<file path="config.mk">
export PLATFORM = sky130hd
export DESIGN_NAME = mdu_hilo_unit
export DESIGN_NICKNAME = d
export VERILOG_FILES = /design/src/rtl/mdu_hilo_unit.sv
export SDC_FILE = /design/constraint.sdc
export NUM_CORES = 1
export LEC_CHECK = 0
export BUFFER_PORTS_ARGS = -buffer_cell sky130_fd_sc_hd__buf_4
export CORE_ASPECT_RATIO = 1.25
export CORE_UTILIZATION = 56
export CTS_BUF_LIST = sky130_fd_sc_hd__clkbuf_8
export CTS_CLUSTER_SIZE = 8
export DETAILED_ROUTE_END_ITERATION = 10
export PLACE_DENSITY = 0.86
export SETUP_SLACK_MARGIN = 0.15
export SYNTH_ARGS = -nofsm -noshare
export SYNTH_HDL_FRONTEND = slang
export SYNTH_SLANG_ARGS = --single-unit
</file>
<file path="constraint.sdc">
create_clock -name CLK -period 3.3 [get_ports CLK]
set_input_delay 0.33 -clock CLK [delete_from_list [all_inputs] [get_ports CLK]]
set_output_delay 0.33 -clock CLK [all_outputs]
set_load 0.005 [all_outputs]
</file>
<file path="src/rtl/mdu_hilo_unit.sv">
// Iterative multiply/divide unit with architectural HI/LO registers.
// Shift-add multiply and restoring divide on magnitudes, sign fixed up in a final cycle.
module mdu_hilo_unit #(
  parameter int WIDTH = 32,
  parameter int CNT_W = 6
) (
  input  logic             CLK,
  input  logic             RSTn,
  input  logic             Start,
  input  logic [1:0]       Op,
  input  logic [WIDTH-1:0] A,
  input  logic [WIDTH-1:0] B,
  input  logic             Abort,
  input  logic             WrHi,
  input  logic             WrLo,
  input  logic [WIDTH-1:0] WrData,
  output logic             Busy,
  output logic             Done,
  output logic             DivZero,
  output logic [WIDTH-1:0] Hi,
  output logic [WIDTH-1:0] Lo
);

  typedef enum logic [1:0] {S_IDLE, S_CALC, S_FIX, S_DONE} state_t;

  state_t             r_state;
  logic [CNT_W-1:0]   r_cnt;
  logic [WIDTH-1:0]   r_hi, r_lo;
  logic               r_done, r_divzero;
  logic               r_is_div, r_neg_q, r_neg_r;
  logic [WIDTH-1:0]   r_opnd;
  logic [2*WIDTH-1:0] r_acc;

  logic               w_start, w_signed, w_dz, w_ge;
  logic [WIDTH-1:0]   w_abs_a, w_abs_b, w_rem_next, w_fix_hi, w_fix_lo;
  logic [WIDTH:0]     w_msum, w_shrem;
  logic [2*WIDTH-1:0] w_prod;

  function automatic logic [WIDTH-1:0] f_cneg(input logic neg, input logic [WIDTH-1:0] v);
    return neg ? (~v + 1'b1) : v;
  endfunction

  function automatic logic [2*WIDTH-1:0] f_cneg2(input logic neg, input logic [2*WIDTH-1:0] v);
    return neg ? (~v + 1'b1) : v;
  endfunction

  assign w_start  = (r_state == S_IDLE) && Start;
  assign w_signed = ~Op[0];
  assign w_dz     = Op[1] && (B == '0);
  assign w_abs_a  = f_cneg(w_signed && A[WIDTH-1], A);
  assign w_abs_b  = f_cneg(w_signed && B[WIDTH-1], B);

  // Multiply step: add multiplicand into upper half when the current multiplier bit is set.
  assign w_msum = {1'b0, r_acc[2*WIDTH-1:WIDTH]} + (r_acc[0] ? {1'b0, r_opnd} : '0);

  // Divide step: remainder stays below the divisor, so the subtraction fits in WIDTH bits.
  assign w_shrem    = {r_acc[2*WIDTH-1:WIDTH], r_acc[WIDTH-1]};
  assign w_ge       = w_shrem >= {1'b0, r_opnd};
  assign w_rem_next = w_ge ? (w_shrem[WIDTH-1:0] - r_opnd) : w_shrem[WIDTH-1:0];

  assign w_prod   = f_cneg2(r_neg_q, r_acc);
  assign w_fix_hi = r_is_div ? f_cneg(r_neg_r, r_acc[2*WIDTH-1:WIDTH]) : w_prod[2*WIDTH-1:WIDTH];
  assign w_fix_lo = r_is_div ? f_cneg(r_neg_q, r_acc[WIDTH-1:0])       : w_prod[WIDTH-1:0];

  always_ff @(posedge CLK) begin
    if (!RSTn) begin
      r_state   <= S_IDLE;
      r_cnt     <= '0;
      r_hi      <= '0;
      r_lo      <= '0;
      r_done    <= 1'b0;
      r_divzero <= 1'b0;
    end else if (Abort && (r_state != S_IDLE)) begin
      r_state   <= S_IDLE;
      r_done    <= 1'b0;
      r_divzero <= 1'b0;
    end else begin
      r_done <= 1'b0;
      case (r_state)
        S_IDLE: begin
          if (WrHi) r_hi <= WrData;
          if (WrLo) r_lo <= WrData;
          if (Start) begin
            r_cnt <= '0;
            if (w_dz) begin
              r_hi      <= A;
              r_lo      <= '1;
              r_divzero <= 1'b1;
              r_done    <= 1'b1;
              r_state   <= S_DONE;
            end else begin
              r_state <= S_CALC;
            end
          end
        end
        S_CALC: begin
          r_cnt <= r_cnt + 1'b1;
          if (r_cnt == CNT_W'(WIDTH - 1)) r_state <= S_FIX;
        end
        S_FIX: begin
          r_hi    <= w_fix_hi;
          r_lo    <= w_fix_lo;
          r_done  <= 1'b1;
          r_state <= S_DONE;
        end
        S_DONE: begin
          r_divzero <= 1'b0;
          r_state   <= S_IDLE;
        end
        default: r_state <= S_IDLE;
      endcase
    end
  end

  // Datapath operands and accumulator carry no reset; they are always loaded on issue.
  always_ff @(posedge CLK) begin
    if (w_start) begin
      r_is_div <= Op[1];
      r_neg_q  <= w_signed && (A[WIDTH-1] ^ B[WIDTH-1]);
      r_neg_r  <= w_signed && A[WIDTH-1];
      if (Op[1]) begin
        r_opnd <= w_abs_b;
        r_acc  <= {{WIDTH{1'b0}}, w_abs_a};
      end else begin
        r_opnd <= w_abs_a;
        r_acc  <= {{WIDTH{1'b0}}, w_abs_b};
      end
    end else if (r_state == S_CALC) begin
      r_acc <= r_is_div ? {w_rem_next, r_acc[WIDTH-2:0], w_ge}
                        : {w_msum, r_acc[WIDTH-1:1]};
    end
  end

  assign Busy    = (r_state != S_IDLE);
  assign Done    = r_done;
  assign DivZero = r_divzero;
  assign Hi      = r_hi;
  assign Lo      = r_lo;

endmodule

</file>
==> summary.md, run 1 <==
| Metric | Value |
|---|---|
| Die Y-Extent | `190 µm` |
| Synthesis-to-finish area growth | `23.1%` |
| H-tree levels | `4` |
| Outcome | `completed` |
| Clock Path Buffers | `2` |
| Worst Clk Skew | `0.0165 ns` |
| M1 GR Usage | `44.2%` |
| Setup CP Type | `flop to flop` |
| Inserted Clock Buffers | `17` |
| Crit Path Max Fanout | `6` |
| Final setup viols | `0` |
| Slew Limit Fails | `0` |
| Pre-CTS setup slack | `-0.0485 ns` |
| Top cell type's share of synthesized area | `18.9%` |
| Pwr dens | `1080 nW/µm²` |
| Worst-Margin Slew | `1.02 ns` |
| Maximum capacitance violations | `0` |
| Starting Density | `57.0%` |
| Post-synth EDFFs | `99` |
| Initial antenna violation count | `1` |
| Worst Setup End Kind | `flop` |
| Critical Path Stages | `14` |
| Largest net degree at the start of global routing | `71` |
| RSZ-0062 raised after global routing | `yes` |
| Vias/cell | `6.72` |
| Startpoint class of the critical path | `flop` |
| First-pass GRT wire length | `94500 µm` |
| Syn. warnings | `0` |
| Max frequency | `0.315 GHz` |
| Worst Path Buf+Inv | `3` |
| Hold_ws | `0.158 ns` |
| Final #Nets | `2426` |
| Routed WL per cell | `24.5 µm` |
| Fraction of layout instances using a drive strength above 1 | `22.0%` |
| CP max stage delay | `0.44 ns` |
| Main synth FF type | `edfxtp_1` |
| Die area | `28800 µm²` |
| Buffers on Ports | `170` |
| DRC Markers | `0` |
| I/O Pins | `171` |
| DP HPWL | `49100 µm` |
| Final Util | `70.1%` |
| Fraction of registers with async set/reset | `0%` |
| Syn Nets | `2174` |
| Clock transition at path regs | `0.11 ns` |
| Worst-Skew Late Latency | `0.50 ns` |
| Most frequent cells in the layout | `346 x buf_4, 216 x a21oi_1, 194 x nor2_1` |
| First-pass DRT Iterations | `6` |
| M3 GR Usage | `6.61%` |
| Final ANT Viol Nets | `0` |
| Period utilization | `96.2%` |
| Yosys reg bits | `173` |
| Fin. Hold Viols | `0` |
| CTS Hold Buffers Added | `0` |
| Initial DRC Count | `1833` |
| CTS Sinks | `173` |
| Post-route minimum period | `3.17 ns` |
| Worst path arrival time | `3.43 ns` |
| GR Util met2 | `76.1%` |
| Worst endpoint required time | `3.56 ns` |
| Tot GR Track Use | `43.1%` |
| Drt total wl | `63900 µm` |
| Overall power | `21.0 mW` |
| RePlAce Congestion | `1.04` |
| Slowest cell on the critical path | `edfxtp_1` |
| Number of global-route vias before repair | `16800` |
| Seq/Total Area, Yosys | `28.3%` |
| Clock root cell | `clkbuf_8` |
| Most common cell after layout, fill and taps aside | `buf_4` |
| VDD IR-drop max | `0.000715 V` |
| Die width | `152 µm` |
| CTS tree | `built` |
| Netlist cell types | `74` |
| Worst Hold Path Cells | `3` |
| Avg Cell Area, Syn | `7.89 µm²` |
| Gr ovfl total | `0` |
| Synthesized cell area | `15800 µm²` |
| Final worst slack | `0.127 ns` |
| Cells after synthesis | `1995` |
| Area of the core | `27700 µm²` |
| Crit path max-delay family | `compound AO/OA/AOI/OAI gates` |
| Synth top area cells | `edfxtp_1 19%, dfxtp_1 9.4%, mux2i_1 8.2%` |
| Headroom to the max-slew limit | `31.9%` |
| Site row count | `68` |
| Yosys top cell by area | `edfxtp_1` |
| GR peak layer | `met2` |
| Layout fillers | `2223` |
| LEAKAGE | `8.12 nW` |
| Via count of the routed design | `17500` |
| Critical path, cell by cell | `inv_2 > buf_12 > nor2_4 > ha_4 > nand2_4 > o31a_1 > a21oi_2 > a31oi_2 > o211ai_1 > a31oi_1 > buf_4 > mux2_4 > nor2_4 > a211oi_2` |
| Reg2Reg Depth | `14` |
| CP most frequent cell | `nor2_4` |
| Min-Delay Path Class | `primary input to flop` |
layout make-up:
class                           instances  area, µm²  area share [%]
Clock buffer                           17        234            1.21
Tap cell                              350        438            2.26
Multi-Input combinational cell       1628      11000            56.5
Timing Repair Buffer                  359       2830            14.6
Antenna cell                            1       2.50          0.0129
Sequential cell                       173       4450            23.0
Inverter                               68        255            1.32
Clock inverter                         15        220            1.14
synthesized netlist by cell type (39+ instances only):
| cell type | n |
|---|---|
| a21oi_1 | 230 |
| a211oi_1 | 43 |
| nand3_1 | 39 |
| nor2_1 | 202 |
| clkbuf_1 | 108 |
| o21ai_0 | 174 |
| dfxtp_1 | 74 |
| xor2_1 | 77 |
| inv_1 | 68 |
| nand2_1 | 166 |
| xnor2_1 | 94 |
| ha_1 | 73 |
| edfxtp_1 | 99 |
| mux2i_1 | 129 |
metal layers:
metal	wire length [µm]	vias up
li1	-	7816
met1	21600	8245
met2	30800	1132
met3	4820	356
met4	6700	0
met5	0	-
registers in the layout (all words and copies together), names as in the netlist:
register and flops:
r_cnt 6, r_acc 64, DivZero 1, r_neg_r 1, r_state 2, Lo 32, Hi 32, r_opnd 32
r_is_div 1, r_neg_q 1, Done 1
tightest hold or removal path: stages:
cell,delay [ns]
buf_4,0.08
o21ai_0,0.08
a21oi_1,0.14
timing repair:
action / in CTS / in global routing
setup buffers: 1 / 18
endpoints found under the setup margin: 12 / 38
cloned: 0 / 2
hold endpoints to repair: 0 / 0
pin swaps: 6 / 48
resized for setup: 17 / 87
metrics by stage:
stage	area [µm²]	TNS, ns	cells
after floorplan	15800	0	1995
after global placement	18300	0	2557
after detailed placement	18300	-0.0797	2557
after CTS	18900	0	2590
after global routing	19400	0	2611
final	19400	0	2611
kinds of logic after synthesis:
kind of cell / Yosys count / share of synthesized area, %
AO/OA/AOI/OAI: 633 / 24.3
XOR/XNOR: 171 / 9.51
adder cells (fa/ha/maj): 75 / 6.05
buffers and inverters: 194 / 4.68
flip-flops: 173 / 28.3
multiplexers: 138 / 8.84
AND/OR/NAND/NOR: 611 / 18.3
power by group:
part	leakage [nW]	switching, mW	internal (mW)	total, mW
Combinational	6.32	8.61	6.26	14.9
Clock	0.231	0.984	0.795	1.78
Sequential	1.57	0.832	3.49	4.33
Total	8.12	10.4	10.5	21.0
worst paths after layout:
path	startpoint	endpoint	slack, ns
hold reg to reg	r_cnt[1]$_SDFFE_PN0P_	r_cnt[1]$_SDFFE_PN0P_	0.51
setup reg to reg	r_acc[0]$_DFFE_PP_	r_acc[60]$_SDFFCE_PP0P_	0.13
hold / removal	WrData[5]	Lo[5]$_SDFFE_PN0P_	0.16
setup / recovery	r_acc[0]$_DFFE_PP_	r_acc[60]$_SDFFCE_PP0P_	0.13
No activity file was read; power rests on OpenSTA's default activity.
==> run 2, diff against run 1 <==
- GPL_TIMING_DRIVEN: unset -> 0
==> run 2 against run 1 <==
Net effect: the run now ends with setup timing left; via count grew 4.4%; sequential cell count is the same; wire length grew 14%; design area grew 2.5%; register-to-register slack lost 0.23 ns; global-route usage grew 6.3 points; non-clock buffer count grew 39; clock skew grew 0.010 ns; maximum frequency shrank 6.7%; hold slack lost 0.12 ns; die area is the same; critical path depth is the same; critical endpoint is now r_acc[59]$_SDFFCE_PP0P_; largest cell class unchanged; highest routed layer unchanged.
==> summary.md, run 2 (synthesized netlist as in run 1, its figures left out) <==
| Metric | Value |
|---|---|
| Worst-Skew Late Latency | `0.52 ns (+0.02 ns)` |
| H-tree levels | `4 (unchanged)` |
| Worst R2R Setup Slack | `-0.1 ns (-0.23 ns)` |
| Post-route minimum period | `3.40 ns (+0.227 ns)` |
| Setup CP Type | `flop to flop` |
| GR peak layer | `met2` |
| Drt total wl | `73000 µm (+14%)` |
| Logic pwr share | `72.6% (+1.7 points)` |
| Crit Path Max Fanout | `2 (-4)` |
| Worst-Margin Slew | `0.993 ns (-0.0288 ns)` |
| Clock power share | `7.3% (-1.2 points)` |
| First-pass DRT Iterations | `6 (unchanged)` |
| Outcome | `complete, but fails checks` |
| Worst Clk Skew | `0.0268 ns (+0.0103 ns)` |
| Setup TNS Final | `-0.426 ns (-0.426 ns)` |
| Reg power frac | `20.2% (-0.4 points)` |
| Worst Setup End Kind | `flop` |
| Inst Count DP | `2514 (-1.7%)` |
| Sw Pwr | `11.5 mW (+10%)` |
| Number of flip-flops under the largest register name | `64 (unchanged)` |
| Final setup viols | `8 (+8)` |
| CTS tree | `built` |
| Final ANT Viol Nets | `0 (unchanged)` |
| VDD IR-drop max | `0.000742 V (+3.8%)` |
| Worst Hold Path Cells | `1 (-2)` |
| Min-Delay Path Class | `primary input to flop` |
| Final instance area | `19900 µm² (+2.5%)` |
| Max frequency | `0.294 GHz (-6.7%)` |
| Pwr dens | `1110 nW/µm² (+2.5%)` |
| Clock Path Buffers | `2 (unchanged)` |
| R2R Path Start | `r_acc[0]$_DFFE_PP_` |
| First-pass GRT wire length | `105000 µm (+11%)` |
| Gr ovfl total | `0 (unchanged)` |
| Period utilization | `103% (+6.9 points)` |
| Die area | `28800 µm² (unchanged)` |
| Worst Hold Launch | `Op[1]` |
| Worst endpoint required time | `3.56 ns (about the same)` |
| Via count of the routed design | `18300 (+4.4%)` |
| RSZ-0062 raised after global routing | `yes` |
| Worst path arrival time | `3.66 ns (+0.23 ns)` |
| Headroom to the max-slew limit | `33.2% (+1.3 points)` |
| Slew Limit Fails | `0 (unchanged)` |
| Buffers on Ports | `168 (-1.2%)` |
| M3 GR Usage | `14.4% (+7.8 points)` |
| Tot GR Track Use | `49.4% (+6.3 points)` |
| Vias/cell | `6.91 (+2.8%)` |
| Inserted Clock Buffers | `17 (unchanged)` |
| Final #Nets | `2465 (+1.6%)` |
| Switch share | `52.1% (+2.4 points)` |
| GR Util met2 | `79.5% (+3.4 points)` |
| I/O Pins | `171 (unchanged)` |
| Startpoint class of the critical path | `flop` |
| Die width | `152 µm (unchanged)` |
| FF/Latch Area | `4450 µm² (unchanged)` |
| Area post-placement | `17500 µm² (-4.6%)` |
| Maximum capacitance violations | `0 (unchanged)` |
| Routed WL per cell | `27.5 µm (+13%)` |
| M1 GR Usage | `50.3% (+6.1 points)` |
| Initial DRC Count | `2219 (+21%)` |
| Layout fillers | `2170 (-2.4%)` |
| Synthesis-to-finish area growth | `26.2%` |
| Reg2reg end | `r_acc[59]$_SDFFCE_PP0P_` |
| Hold worst-path end | `r_is_div$_DFFE_PP_` |
| Initial antenna violation count | `1 (unchanged)` |
| DP HPWL | `54200 µm (+10%)` |
| Fin. Hold Viols | `0 (unchanged)` |
| Failing checks | `setup timing` |
| Area of the core | `27700 µm² (unchanged)` |
| Site row count | `68 (unchanged)` |
| Clock root cell | `clkbuf_8` |
| Number of global-route vias before repair | `17500 (+4.3%)` |
| Cell-internal power | `10.6 mW (about the same)` |
| DRC Markers | `0 (unchanged)` |
| Most frequent cells in the layout | `257 x buf_4, 205 x a21oi_1, 191 x nor2_1` |
| Die Y-Extent | `190 µm (unchanged)` |
| CTS Hold Buffers Added | `0 (unchanged)` |
| RePlAce Congestion | `1.05 (+0.53%)` |
| Multi-input gate area | `11500 µm² (+5.1%)` |
| Most flops, register | `r_acc` |
| CTS Sinks | `173 (unchanged)` |
| Largest net degree at the start of global routing | `65 (-8.5%)` |
| Non-Filler Instances | `2650 (+1.5%)` |
| Pre-CTS setup slack | `-1.20 ns (-1.15 ns)` |
| Clock transition at path regs | `0.11 ns (about the same)` |
| Most common cell after layout, fill and taps aside | `buf_4` |
| Reg2Reg Depth | `14 (unchanged)` |
| Final worst slack | `-0.0998 ns (-0.227 ns)` |
| Fraction of layout instances using a drive strength above 1 | `22.9% (+0.89 points)` |
| Starting Density | `57.0% (unchanged)` |
| LEAKAGE | `8.10 nW (-0.21%)` |
## run 2: cell type report
| type | count | area share, % |
|---|---|---|
| multi-input cells | 1628 | 58.0 |
| flip-flops and latches | 173 | 22.4 |
| clock inverters | 13 | 0.661 |
| inverters | 68 | 1.32 |
| clock buffers | 19 | 1.32 |
| repair buffers | 272 | 10.9 |
| well taps | 350 | 2.20 |
| diodes | 1 | 0.0126 |
| plain buffers | 126 | 3.24 |
## run 2: through the flow
stage | util (%) | power (mW) | hold WS (ns)
5_1_grt | 71.9 | 22.9 | 0.0382
2_1_floorplan | - | 12.3 | 0.429
3_3_place_gp | 63.1 | 16.4 | 0.477
3_5_place_dp | 63.2 | 16.6 | 0.489
4_1_cts | 68.5 | 19.8 | 0.0387
6_report | 71.9 | 22.0 | 0.0417
## run 2: worst max path at each step
| stage | slack, ns | end | startpoint |
|---|---|---|---|
| after floorplan | 0.16 | r_acc[59]$_SDFFCE_PP0P_ | r_acc[0]$_DFFE_PP_ |
| after global routing | -0.11 | r_acc[59]$_SDFFCE_PP0P_ | r_acc[0]$_DFFE_PP_ |
| after CTS | 0.09 | r_acc[59]$_SDFFCE_PP0P_ | r_acc[0]$_DFFE_PP_ |
| after detailed placement | -1.20 | r_acc[50]$_SDFFCE_PP0P_ | r_acc[0]$_DFFE_PP_ |
| final | -0.1 | r_acc[59]$_SDFFCE_PP0P_ | r_acc[0]$_DFFE_PP_ |
| after global placement | -1.17 | r_acc[55]$_SDFFCE_PP0P_ | r_acc[61]$_SDFFCE_PP0P_ |
## run 2: worst max-delay path, stage by stage, from the launching register on
cell and delay (ns):
edfxtp_1 0.47, buf_4 0.17, buf_6 0.11, and2_4 0.14, ha_4 0.17, fa_2 0.37, a21oi_2 0.14, o211ai_1 0.15
nand4b_1 0.22, a21oi_4 0.15, nor4b_4 0.31, o31ai_2 0.14, mux2i_1 0.14, a2111oi_2 0.39, a211oi_1 0.08
## run 2: per-layer routing
layer,up-vias,share of wire [%]
met5,-,0
met1,8527,32
met4,0,12
met2,1394,45
met3,513,11
li1,7880,-
## run 2: repair_timing
action	in CTS	in global routing
cloned	0	0
endpoints found under the setup margin	60	67
hold endpoints to repair	0	0
pin swaps	45	59
setup buffers	63	40
resized for setup	151	161
## run 2: power groups by stage
stage          Sequential, mW  Combinational, mW  Clock [mW]
2_1_floorplan            4.30               7.98           0
3_3_place_gp             4.84               11.6           0
3_5_place_dp             4.83               11.7           0
4_1_cts                  4.35               13.9        1.55
5_1_grt                  4.48               16.8        1.64
6_report                 4.44               16.0        1.60
